--- config.mk ---
export PLATFORM = sky130hd
export DESIGN_NAME = metaballs_n
export DESIGN_NICKNAME = d
export VERILOG_FILES = /design/src/rtl/metaballs_pkg.sv /design/src/rtl/metaball_field.sv /design/src/rtl/metaballs_n.sv
export SDC_FILE = /design/constraint.sdc
export NUM_CORES = 1
export LEC_CHECK = 0
export BUFFER_PORTS_ARGS = -buffer_cell sky130_fd_sc_hd__buf_4
export CAP_MARGIN = 10
export CELL_PAD_IN_SITES_DETAIL_PLACEMENT = 1
export CELL_PAD_IN_SITES_GLOBAL_PLACEMENT = 2
export CORE_UTILIZATION = 40
export DETAILED_ROUTE_END_ITERATION = 6
export GPL_TIMING_DRIVEN = 0
export PLACE_DENSITY_LB_ADDON = 0.1
export SLEW_MARGIN = 0
export SYNTH_ARGS = -nofsm -noshare
export SYNTH_HDL_FRONTEND = slang
export SYNTH_SLANG_ARGS = --single-unit
--- constraint.sdc ---
create_clock -name clk_50mhz -period 5.8 [get_ports clk_50mhz]
set_input_delay 0.58 -clock clk_50mhz [delete_from_list [all_inputs] [get_ports clk_50mhz]]
set_output_delay 0.58 -clock clk_50mhz [all_outputs]
set_load 0.01 [all_outputs]
--- src/rtl/metaballs_pkg.sv ---
// rtl/metaballs_pkg.sv - shared constants, falloff table and ball state types for metaballs_n
package metaballs_pkg;

    localparam int BALL_SIZE     = 128;
    localparam int LUT_IDX_W     = 8;
    localparam int DEF_FRAC_BITS = 2;
    localparam int DEF_VEL_W     = 10;
    localparam int POS_W         = 10 + DEF_FRAC_BITS;

    localparam int DEF_THRESH_LO  = 8;
    localparam int DEF_THRESH_MID = 9;
    localparam int DEF_THRESH_HI  = 10;

    typedef logic [7:0] falloff_t [256];

    // Quadrant falloff: low nibble folds x, high nibble folds y, 15 is the ball centre.
    // Value is 500 / (2*r^2 + 3) with r measured in 4-pixel steps from the centre.
    function automatic falloff_t build_falloff();
        falloff_t t;
        for (int i = 0; i < 256; i++) begin
            int cx;
            int cy;
            cx   = 15 - (i % 16);
            cy   = 15 - (i / 16);
            t[i] = 8'(500 / (2 * (cx * cx + cy * cy) + 3));
        end
        return t;
    endfunction

    localparam falloff_t FALLOFF = build_falloff();

    typedef enum logic {
        PHYS_IDLE,
        PHYS_UPD
    } phys_state_e;

    typedef struct packed {
        logic [POS_W-1:0]            pos_x;
        logic [POS_W-1:0]            pos_y;
        logic signed [DEF_VEL_W-1:0] vel_x;
        logic signed [DEF_VEL_W-1:0] vel_y;
    } ball_state_t;

    // Step velocity one unit toward the centre, clamped at +/-lim.
    function automatic logic signed [DEF_VEL_W-1:0] vel_step(
        input logic signed [DEF_VEL_W-1:0] v,
        input logic                        up,
        input logic signed [DEF_VEL_W-1:0] lim
    );
        if (up) return (v == lim) ? v : v + DEF_VEL_W'(1);
        return (v == -lim) ? v : v - DEF_VEL_W'(1);
    endfunction

endpackage

--- src/rtl/metaball_field.sv ---
// rtl/metaball_field.sv - per-ball box test, quadrant fold and registered falloff lookup
module metaball_field
    import metaballs_pkg::*;
(
    input  logic       clk_50mhz,
    input  logic       reset,
    input  logic [9:0] x,
    input  logic [9:0] y,
    input  logic [9:0] ball_x,
    input  logic [9:0] ball_y,
    output logic [7:0] field
);

    logic [10:0]          dx_w;
    logic [10:0]          dy_w;
    logic                 in_box;
    logic [6:0]           dx_q;
    logic [6:0]           dy_q;
    logic                 in_box_q;
    logic [LUT_IDX_W-1:0] lut_idx;

    // S1 combinational: offsets at 11 bits so ball_x+128 past 1023 cannot alias
    always_comb begin
        dx_w   = {1'b0, x} - {1'b0, ball_x};
        dy_w   = {1'b0, y} - {1'b0, ball_y};
        in_box = (x >= ball_x) && (y >= ball_y) &&
                 (dx_w < 11'(BALL_SIZE)) && (dy_w < 11'(BALL_SIZE));
    end

    // S1 register: offsets inside the box and the box hit
    always_ff @(posedge clk_50mhz) begin
        if (reset) begin
            dx_q     <= '0;
            dy_q     <= '0;
            in_box_q <= 1'b0;
        end else begin
            dx_q     <= dx_w[6:0];
            dy_q     <= dy_w[6:0];
            in_box_q <= in_box;
        end
    end

    // S2 combinational: fold the far half of each axis back onto the near quadrant
    always_comb begin
        lut_idx = {dy_q[6] ? ~dy_q[5:2] : dy_q[5:2],
                   dx_q[6] ? ~dx_q[5:2] : dx_q[5:2]};
    end

    // S2 register: field value, zero outside the ball box
    always_ff @(posedge clk_50mhz) begin
        if (reset) field <= '0;
        else       field <= in_box_q ? FALLOFF[lut_idx] : 8'd0;
    end

endmodule

--- src/rtl/metaballs_n.sv ---
// rtl/metaballs_n.sv - NUM_BALLS metaball renderer with per-frame motion; METABALLS_FREEZE_EN adds freeze input
module metaballs_n
    import metaballs_pkg::*;
#(
    parameter int NUM_BALLS     = 4,
    parameter int SCREEN_WIDTH  = 800,
    parameter int SCREEN_HEIGHT = 600,
    parameter int FRAC_BITS     = DEF_FRAC_BITS,
    parameter int VEL_W         = DEF_VEL_W,
    parameter int THRESH_LO     = DEF_THRESH_LO,
    parameter int THRESH_MID    = DEF_THRESH_MID,
    parameter int THRESH_HI     = DEF_THRESH_HI
) (
    input  logic       clk_50mhz,
    input  logic       reset,
    input  logic [9:0] x,
    input  logic [9:0] y,
    input  logic       display,
    input  logic       v_sync,
`ifdef METABALLS_FREEZE_EN
    input  logic       freeze,
`endif
    output logic [1:0] rgb,
    output logic       phys_busy
);

    localparam int IDX_W = (NUM_BALLS > 1) ? $clog2(NUM_BALLS) : 1;
    localparam int SUM_W = 8 + $clog2(NUM_BALLS + 1);
    localparam logic [POS_W-1:0] CENTRE_X =
        POS_W'(((SCREEN_WIDTH - BALL_SIZE) / 2) << FRAC_BITS);
    localparam logic [POS_W-1:0] CENTRE_Y =
        POS_W'(((SCREEN_HEIGHT - BALL_SIZE) / 2) << FRAC_BITS);
    localparam logic signed [DEF_VEL_W-1:0] VEL_LIM =
        DEF_VEL_W'((1 << (VEL_W - 1)) - 1);

    // Balls start spread across the screen, y order permuted so they do not line up.
    function automatic ball_state_t start_state(input int i);
        ball_state_t s;
        s.pos_x = POS_W'(((SCREEN_WIDTH - BALL_SIZE) * (i + 1) / (NUM_BALLS + 1)) << FRAC_BITS);
        s.pos_y = POS_W'(((SCREEN_HEIGHT - BALL_SIZE) * (((3 * i) % NUM_BALLS) + 1)
                          / (NUM_BALLS + 1)) << FRAC_BITS);
        s.vel_x = '0;
        s.vel_y = '0;
        return s;
    endfunction

    ball_state_t balls [NUM_BALLS];
    ball_state_t cur_ball;
    ball_state_t nxt_ball;
    logic [POS_W-1:0] nxt_x;
    logic [POS_W-1:0] nxt_y;

    phys_state_e state;
    phys_state_e state_nx;
    logic [IDX_W-1:0] idx;
    logic [IDX_W-1:0] idx_nx;
    logic upd_en;

    logic v_sync_q;
    logic tick;
    logic tick_ok;

    logic [7:0]       field [NUM_BALLS];
    logic             disp_d1;
    logic             disp_d2;
    logic [SUM_W-1:0] sum;
    logic [1:0]       level;

    // Frame tick on the falling edge of v_sync
    always_ff @(posedge clk_50mhz) begin
        if (reset) v_sync_q <= 1'b0;
        else       v_sync_q <= v_sync;
    end

    assign tick = v_sync_q & ~v_sync;
`ifdef METABALLS_FREEZE_EN
    assign tick_ok = tick & ~freeze;
`else
    assign tick_ok = tick;
`endif

    // Motion FSM state register
    always_ff @(posedge clk_50mhz) begin
        if (reset) begin
            state <= PHYS_IDLE;
            idx   <= '0;
        end else begin
            state <= state_nx;
            idx   <= idx_nx;
        end
    end

    // Motion FSM: one ball per cycle, ticks ignored until the sweep ends
    always_comb begin
        state_nx  = state;
        idx_nx    = idx;
        upd_en    = 1'b0;
        phys_busy = 1'b0;
        case (state)
            PHYS_IDLE: begin
                if (tick_ok) begin
                    state_nx = PHYS_UPD;
                    idx_nx   = '0;
                end
            end
            PHYS_UPD: begin
                upd_en    = 1'b1;
                phys_busy = 1'b1;
                if (idx == IDX_W'(NUM_BALLS - 1)) state_nx = PHYS_IDLE;
                else                              idx_nx   = idx + IDX_W'(1);
            end
            default: state_nx = PHYS_IDLE;
        endcase
    end

    // Next state of the ball being swept: move, then accelerate toward the centre
    always_comb begin
        cur_ball       = balls[idx];
        nxt_x          = cur_ball.pos_x +
                         {{(POS_W-DEF_VEL_W){cur_ball.vel_x[DEF_VEL_W-1]}}, cur_ball.vel_x};
        nxt_y          = cur_ball.pos_y +
                         {{(POS_W-DEF_VEL_W){cur_ball.vel_y[DEF_VEL_W-1]}}, cur_ball.vel_y};
        nxt_ball.pos_x = nxt_x;
        nxt_ball.pos_y = nxt_y;
        nxt_ball.vel_x = vel_step(cur_ball.vel_x, nxt_x < CENTRE_X, VEL_LIM);
        nxt_ball.vel_y = vel_step(cur_ball.vel_y, nxt_y < CENTRE_Y, VEL_LIM);
    end

    // Ball state storage
    always_ff @(posedge clk_50mhz) begin
        if (reset) begin
            for (int i = 0; i < NUM_BALLS; i++) balls[i] <= start_state(i);
        end else if (upd_en) begin
            balls[idx] <= nxt_ball;
        end
    end

    for (genvar g = 0; g < NUM_BALLS; g++) begin : g_field
        metaball_field u_field (
            .clk_50mhz (clk_50mhz),
            .reset     (reset),
            .x         (x),
            .y         (y),
            .ball_x    (balls[g].pos_x[POS_W-1:FRAC_BITS]),
            .ball_y    (balls[g].pos_y[POS_W-1:FRAC_BITS]),
            .field     (field[g])
        );
    end

    // S3 combinational: total field and threshold into an intensity level
    always_comb begin
        sum = '0;
        for (int g = 0; g < NUM_BALLS; g++) sum = sum + SUM_W'(field[g]);
        if      (sum > SUM_W'(THRESH_HI))  level = 2'd3;
        else if (sum > SUM_W'(THRESH_MID)) level = 2'd2;
        else if (sum > SUM_W'(THRESH_LO))  level = 2'd1;
        else                               level = 2'd0;
    end

    // Display flag pipeline and S3 output register
    always_ff @(posedge clk_50mhz) begin
        if (reset) begin
            disp_d1 <= 1'b0;
            disp_d2 <= 1'b0;
            rgb     <= 2'd0;
        end else begin
            disp_d1 <= display;
            disp_d2 <= disp_d1;
            rgb     <= disp_d2 ? level : 2'd0;
        end
    end

endmodule

* After elaboration in Yosys (flattened, before gate mapping)
Memory sizes are Yosys's and may differ from the RTL's. A register that Yosys moved wholly into a read port is not among the register bits.
Index checks and enable logic that the tools add are counted.
** Word-level totals
- Bits in latches :: 0
- Memory bits (read-only) :: 8192
- Memory bits (writable) :: 176
- Register bits after elaboration :: 68
- Word-level logic and storage cells :: 146
- Input bits :: 24
- Memories kept :: 5
- Output and inout port bits :: 3
** Memories
- (name not given) :: words 256, bits a word 8, read ports 1, clocked after Yosys merged registers in 1, write ports 0, line metaball_field.sv:52 : else field <= in_box_q ? FALLOFF[lut_idx] : 8'd0;
- (name not given) :: words 256, bits a word 8, read ports 1, clocked after Yosys merged registers in 1, write ports 0, line metaball_field.sv:52
- (name not given) :: words 256, bits a word 8, read ports 1, clocked after Yosys merged registers in 1, write ports 0, line metaball_field.sv:52
- (name not given) :: words 256, bits a word 8, read ports 1, clocked after Yosys merged registers in 1, write ports 0, line metaball_field.sv:52
- balls :: words 4, bits a word 44, read ports 5, clocked after Yosys merged registers in 1, write ports 4, line metaballs_n.sv:47 : ball_state_t balls [NUM_BALLS];
** Cells by class
- Divide/modulo/power cells :: 0
- Shifts and indexed selects :: 0
- Reduce and logical (&&, ||, !) cells :: 19
- Bitwise logic cells :: 20
- Equality and inequality tests :: 7
- Multiply operators :: 0
- Multiplexer cells :: 38
- Magnitude comparators :: 21
- $add $sub $neg :: 18
** Operators with widths (count)
- $lt 11x8->1 const B :: 8
- $sub 10x10->11 :: 8
- $ge 10x10->1 :: 8
- $mux 10 :: 8
- $mux 44 :: 1
- $reduce_or 44->1 :: 1
- $eq 10x10->1 const B :: 4
- $not 8->9 :: 4
- $gt 11x4->1 const B :: 3
- $mux 4 :: 8
- $not 4->4 :: 8
- $add 12x12->12 :: 2
- $add 10x2->10 const B :: 2
- $sub 10x2->10 const B :: 2
- $mux 2 :: 7
- $logic_and 1x1->1 :: 12
- $lt 12x10->1 const B :: 1
- $lt 12x11->1 const B :: 1
- $mux 1 :: 12
- $add 10x8->11 :: 1
- $add 9x8->10 :: 1
- $reduce_or 2->1 :: 5
- $add 8x8->9 :: 1
- $not 1->1 :: 7
- 7 further kinds :: 8

* Longest topological paths before layout
- Depth in word-level cells :: 7
- Gate-level depth with buffers :: 18
- Mapped depth without buffers :: 15

* Modules after synthesis
Synthesis repeated with hierarchy kept, for this count alone.
** Second synthesis, totals
- Cells, all modules :: 2272
- Area, all modules :: 21142.8 um^2
** Modules (own cells, without submodules)
- metaballs_n :: cells an instance 851, sequential area each 5485.3 um^2, times used 1, area an instance 10377.5 um^2
- metaball_field (g_field[1].u_field ...) :: cells an instance 353, sequential area each 380.4 um^2, times used 3, area an instance 2672.6 um^2
- metaball_field (g_field[0].u_field) :: cells an instance 362, sequential area each 380.4 um^2, times used 1, area an instance 2747.6 um^2

* Least setup slack after synthesis
No wires, ideal clock.
- Path type :: register to register
- From :: register (tool-made name)
- To :: memory balls[1][13] (netlist bit), data pin
- Setup slack :: 0.869 ns
- Data arrival time :: 4.666 ns
- Data required time :: 5.535 ns
- Cell stages (with the launch flop) :: 17
- Clock period less this slack :: 4.931 ns
- Buffers on the path :: 5
- Library setup time :: 0.265 ns
- Cells stage by stage :: dfxtp_1 > buf_2 > buf_2 > buf_2 > buf_1 > clkbuf_1 > mux4_2 > ha_1 > and3_4 > a2111oi_4 > a211oi_1 > or3_1 > a22o_1 > a211oi_1 > mux2_2 > a211oi_2 > nor2_1
** RTL lines (line)
- end: declaration :: metaballs_n.sv:47

==> summary.md <==
| Metric | Value |
|---|---|
| DRT antenna net count | `0` |
| Worst endpoint required time | `between 6 and 7 ns` |
| Fraction of synthesized area in multiplexers | `about 8%` |
| Worst path top cell family by delay | `compound AO/OA/AOI/OAI gates` |
| Top cell by count, worst path | `buf_4` |
| Antenna cells | `0` |
| Sequential share of the synthesized area | `between 30% and 40%` |
| Vias post-DR | `15100` |
| Worst-Skew Late Latency | `roughly 0.62 ns` |
| CTS tree | `built` |
| Final TNS setup | `0 ns` |
| Max VDD drop | `0.360 mV` |
| First-pass GRT wire length | `90.2 mm` |
| TritonCTS buffer count | `31` |
| Initial Utilization | `between 40% and 50%` |
| Synth area leaders | `edfxtp_1 (28%), ha_1 (10%), dfxtp_1 (9.1%)` |
| Crit path max fanout | `19` |
| Hold Crit Class | `in -> reg` |
| Post-detail-place hpwl | `44.2 mm` |
| Arr. time, crit path | `slightly below 6 ns` |
| Die area | `about 0.048 mm²` |
| Least-Margin Pin Slew | `~0.94 ns` |
| Synth Warn # | `0` |
| Pre-antenna DRT Iters | `6` |
| Synthesized flop and latch total | `roughly 260` |
| Max Cap Violations | `0` |
| Final non-filler cell total | `2709` |
| Final Critical Period | `roughly 5.5 ns` |
| Hold_ws | `about 0.22 ns` |
| Synth Area in Simple Gates | `around 16%` |
| Post-Syn Nets | `2216` |
| Area share of the largest cell type after synthesis | `between 20% and 30%` |
| Drt total wl | `57.5 mm` |
| Largest family of logic cells by synthesized area | `simple AND/OR/NAND/NOR gates` |
| Antenna violations before repair | `0` |
| Number of global-route vias before repair | `15900` |
| CP Cell Sequence | `buf_2 > buf_4 > buf_4 > clkbuf_2 > mux4_2 > ha_1 > fa_1 > a211o_1 > a21oi_1 > mux2i_1 > nand4_1 > a22o_1 > a211oi_1 > mux2_2 > a211oi_2 > nor2_1` |
| TritonCTS Sinks | `~260` |
| Crit Path Class | `reg -> reg` |
| Fmax achieved | `between 150 and 200 MHz` |
| Synthesized area per cell | `9.38 µm²` |
| Worst Clk Skew | `approximately 0.034 ns` |
| Drt initial violations | `between 800 and 900` |
| Die Span X | `approximately 220 µm` |
| Synth Flop Type | `edfxtp_1` |
| Fin. Hold Viols | `0` |
| Clock transition at path regs | `approximately 0.060 ns` |
| Placed cell count | `2652` |
| Critical Path Start Type | `flip-flop` |
| Post-synth EDFFs | `about 180` |
| Outcome | `finished clean` |
| WL/cell | `around 21 µm` |
| Htree depth | `1` |
| Cell Area, Synth | `about 0.019 mm²` |
| # setup viols final | `0` |
| NumNets Final | `about 2300` |
| Worst path max stage delay | `between 0.4 and 0.5 ns` |
| Max Buffers Root-to-Sink | `3` |
| WP buf/inv | `4` |
| Synth Area in Adders | `between 10% and 20%` |
| Routability cong. | `just under 0.9` |
| Core ar. | `0.0466 mm²` |
| Overflow left after global routing | `0` |
| DRC | `0` |
| CTS Root Cell | `clkbuf_16` |
| R2R Setup Slk | `~0.33 ns` |
| Setup repair after global routing missed its margin | `no` |
| # rows | `79` |
| Largest net degree at the start of global routing | `between 40 and 50` |
| Num ports | `27` |
| Critical path capture point type | `flip-flop` |
| Final Cycle Share | `94.3%` |
| Proportion of layout cells with a drive suffix above 1 | `8.47%` |
| Max-slew violations | `0` |
| Compound-Gate Fraction of Synth Area | `between 10% and 20%` |
| XOR/XNOR Fraction of Synth Area | `under 10%` |
| GRT Total Usage | `approximately a quarter` |
| Drt via density | `around 5.6` |
| Leak pwr | `about 8.5 nW` |
| Area Overhead vs Synth | `11.3%` |
| Crit-path slowest cell | `fa_1` |
| Post-synthesis cell type count | `84` |
| Die Ht | `approximately 220 µm` |
| Total power | `around 6.3 mW` |
| Cell count after synthesis | `between 2000 and 2500` |
| Dominant cell type by area after synthesis | `edfxtp_1` |
| Max transition margin | `37.1%` |
| FFs w/ async S/R, synth | `0%` |
| PortBufs | `26` |
| Power Dens Cells | `just under 300 mW/mm²` |
## flip-flops by register name, indices dropped and copies added, names as in the netlist, named ones only
signal and count:
balls 176, g_field.u_field.field 32, g_field.u_field.dx_q 20, g_field.u_field.dy_q 20, g_field.u_field.in_box_q 4, idx 2
rgb 2, disp_d1 1, disp_d2 1, state 1, v_sync_q 1
## worst paths after layout
check,start,end,cells after the start
setup / recovery,flip-flop,balls[0][13],16
hold reg to reg,disp_d1,disp_d2,1
hold / removal,v_sync,v_sync_q,2
setup reg to reg,flip-flop,balls[0][13],16
## timing repair
item / CTS / global route
hold endpoints to repair: 0 / 0
resized for setup: 9 / 4
hold buffers: 0 / 0
buffers inserted: 0 / 0
endpoints found under the setup margin: 80 / 15
gates cloned: 0 / 0
## cell usage after synthesis, types with 10 or more instances
master    number
and3_1        12
o21a_1        10
dfxtp_1       86
nand3_1       45
a311oi_1      10
a211oi_1      19
mux4_2        46
a21oi_1       99
nor3_1        50
fa_1          18
clkbuf_1      87
nand3b_1      10
nand4_1       10
ha_1         158
nand2b_1      16
o21ai_0       85
and2_1        23
o211ai_1      32
a31oi_1       26
nand2_1      154
mux2i_1       38
nor2_1       271
nor2b_1       23
a21o_1        30
inv_1        170
o22ai_1       12
edfxtp_1     176
xnor2_1       66
xor2_1        55
or3_1         13
## area by class of cell
class | count | area (µm²)
Buffer | 106 | 450
Timing Repair Buffer | 29 | 255
Clock inverter | 22 | 264
Fill cell | 5292 | 25500
Multi-Input combinational cell | 1475 | 10800
Clock buffer | 36 | 837
Inverter | 172 | 646
Tap cell | 607 | 759
Sequential cell | 262 | 7010
## routing by layer
metal	GRT usage, %	share of wire (%)	vias up	wire length (µm)
met2	44.8	52	248	29700
met1	29.2	42	7489	24300
li1	-	-	7312	-
met3	2.79	3.1	80	1790
met5	0	0	-	0
met4	7.71	3.0	0	1730
## kinds of logic (layout without fill, tap and decap cells)
family | count (synthesis) | after routing
AO/OA/AOI/OAI | 418 | 418
AND/OR/NAND/NOR | 668 | 668
flip-flops | 262 | 262
adder cells (fa/ha/maj) | 176 | 176
buffers and inverters | 279 | 365
XOR/XNOR | 121 | 121
multiplexers | 92 | 92
## power breakdown
group          switching [mW]  leakage (nW)  internal, mW  total [mW]
logic                    1.35          5.57         0.708        2.06
registers              0.0421          2.40          2.07        2.11
clock network           0.828         0.531          1.26        2.09
total                    2.22          8.50          4.04        6.25
## per-stage QoR
stage | area (µm²) | util [%] | worst slack (ns)
2_1_floorplan | 18900 | - | 0.869
3_5_place_dp | 19900 | 42.8 | -0.899
3_3_place_gp | 19900 | 42.7 | -0.832
6_report | 21000 | 45.2 | 0.332
5_1_grt | 21000 | 45.2 | 0.00252
4_1_cts | 21000 | 45.2 | 0.200
## cells in the final DEF, fill, tap and decap left out, drive strengths merged, types with 18 or more instances in the layout
cell,count
nor2,271
edfxtp,176
inv,172
ha,158
nand2,154
clkbuf,125
a21oi,100
o21ai,88
dfxtp,86
xnor2,66
xor2,55
nor3,50
mux4,46
nand3,46
buf,46
mux2i,41
o211ai,32
a21o,30
a31oi,26
and2,23
nor2b,23
a211oi,21
fa,18
No activity file was read; power rests on OpenSTA's default activity.
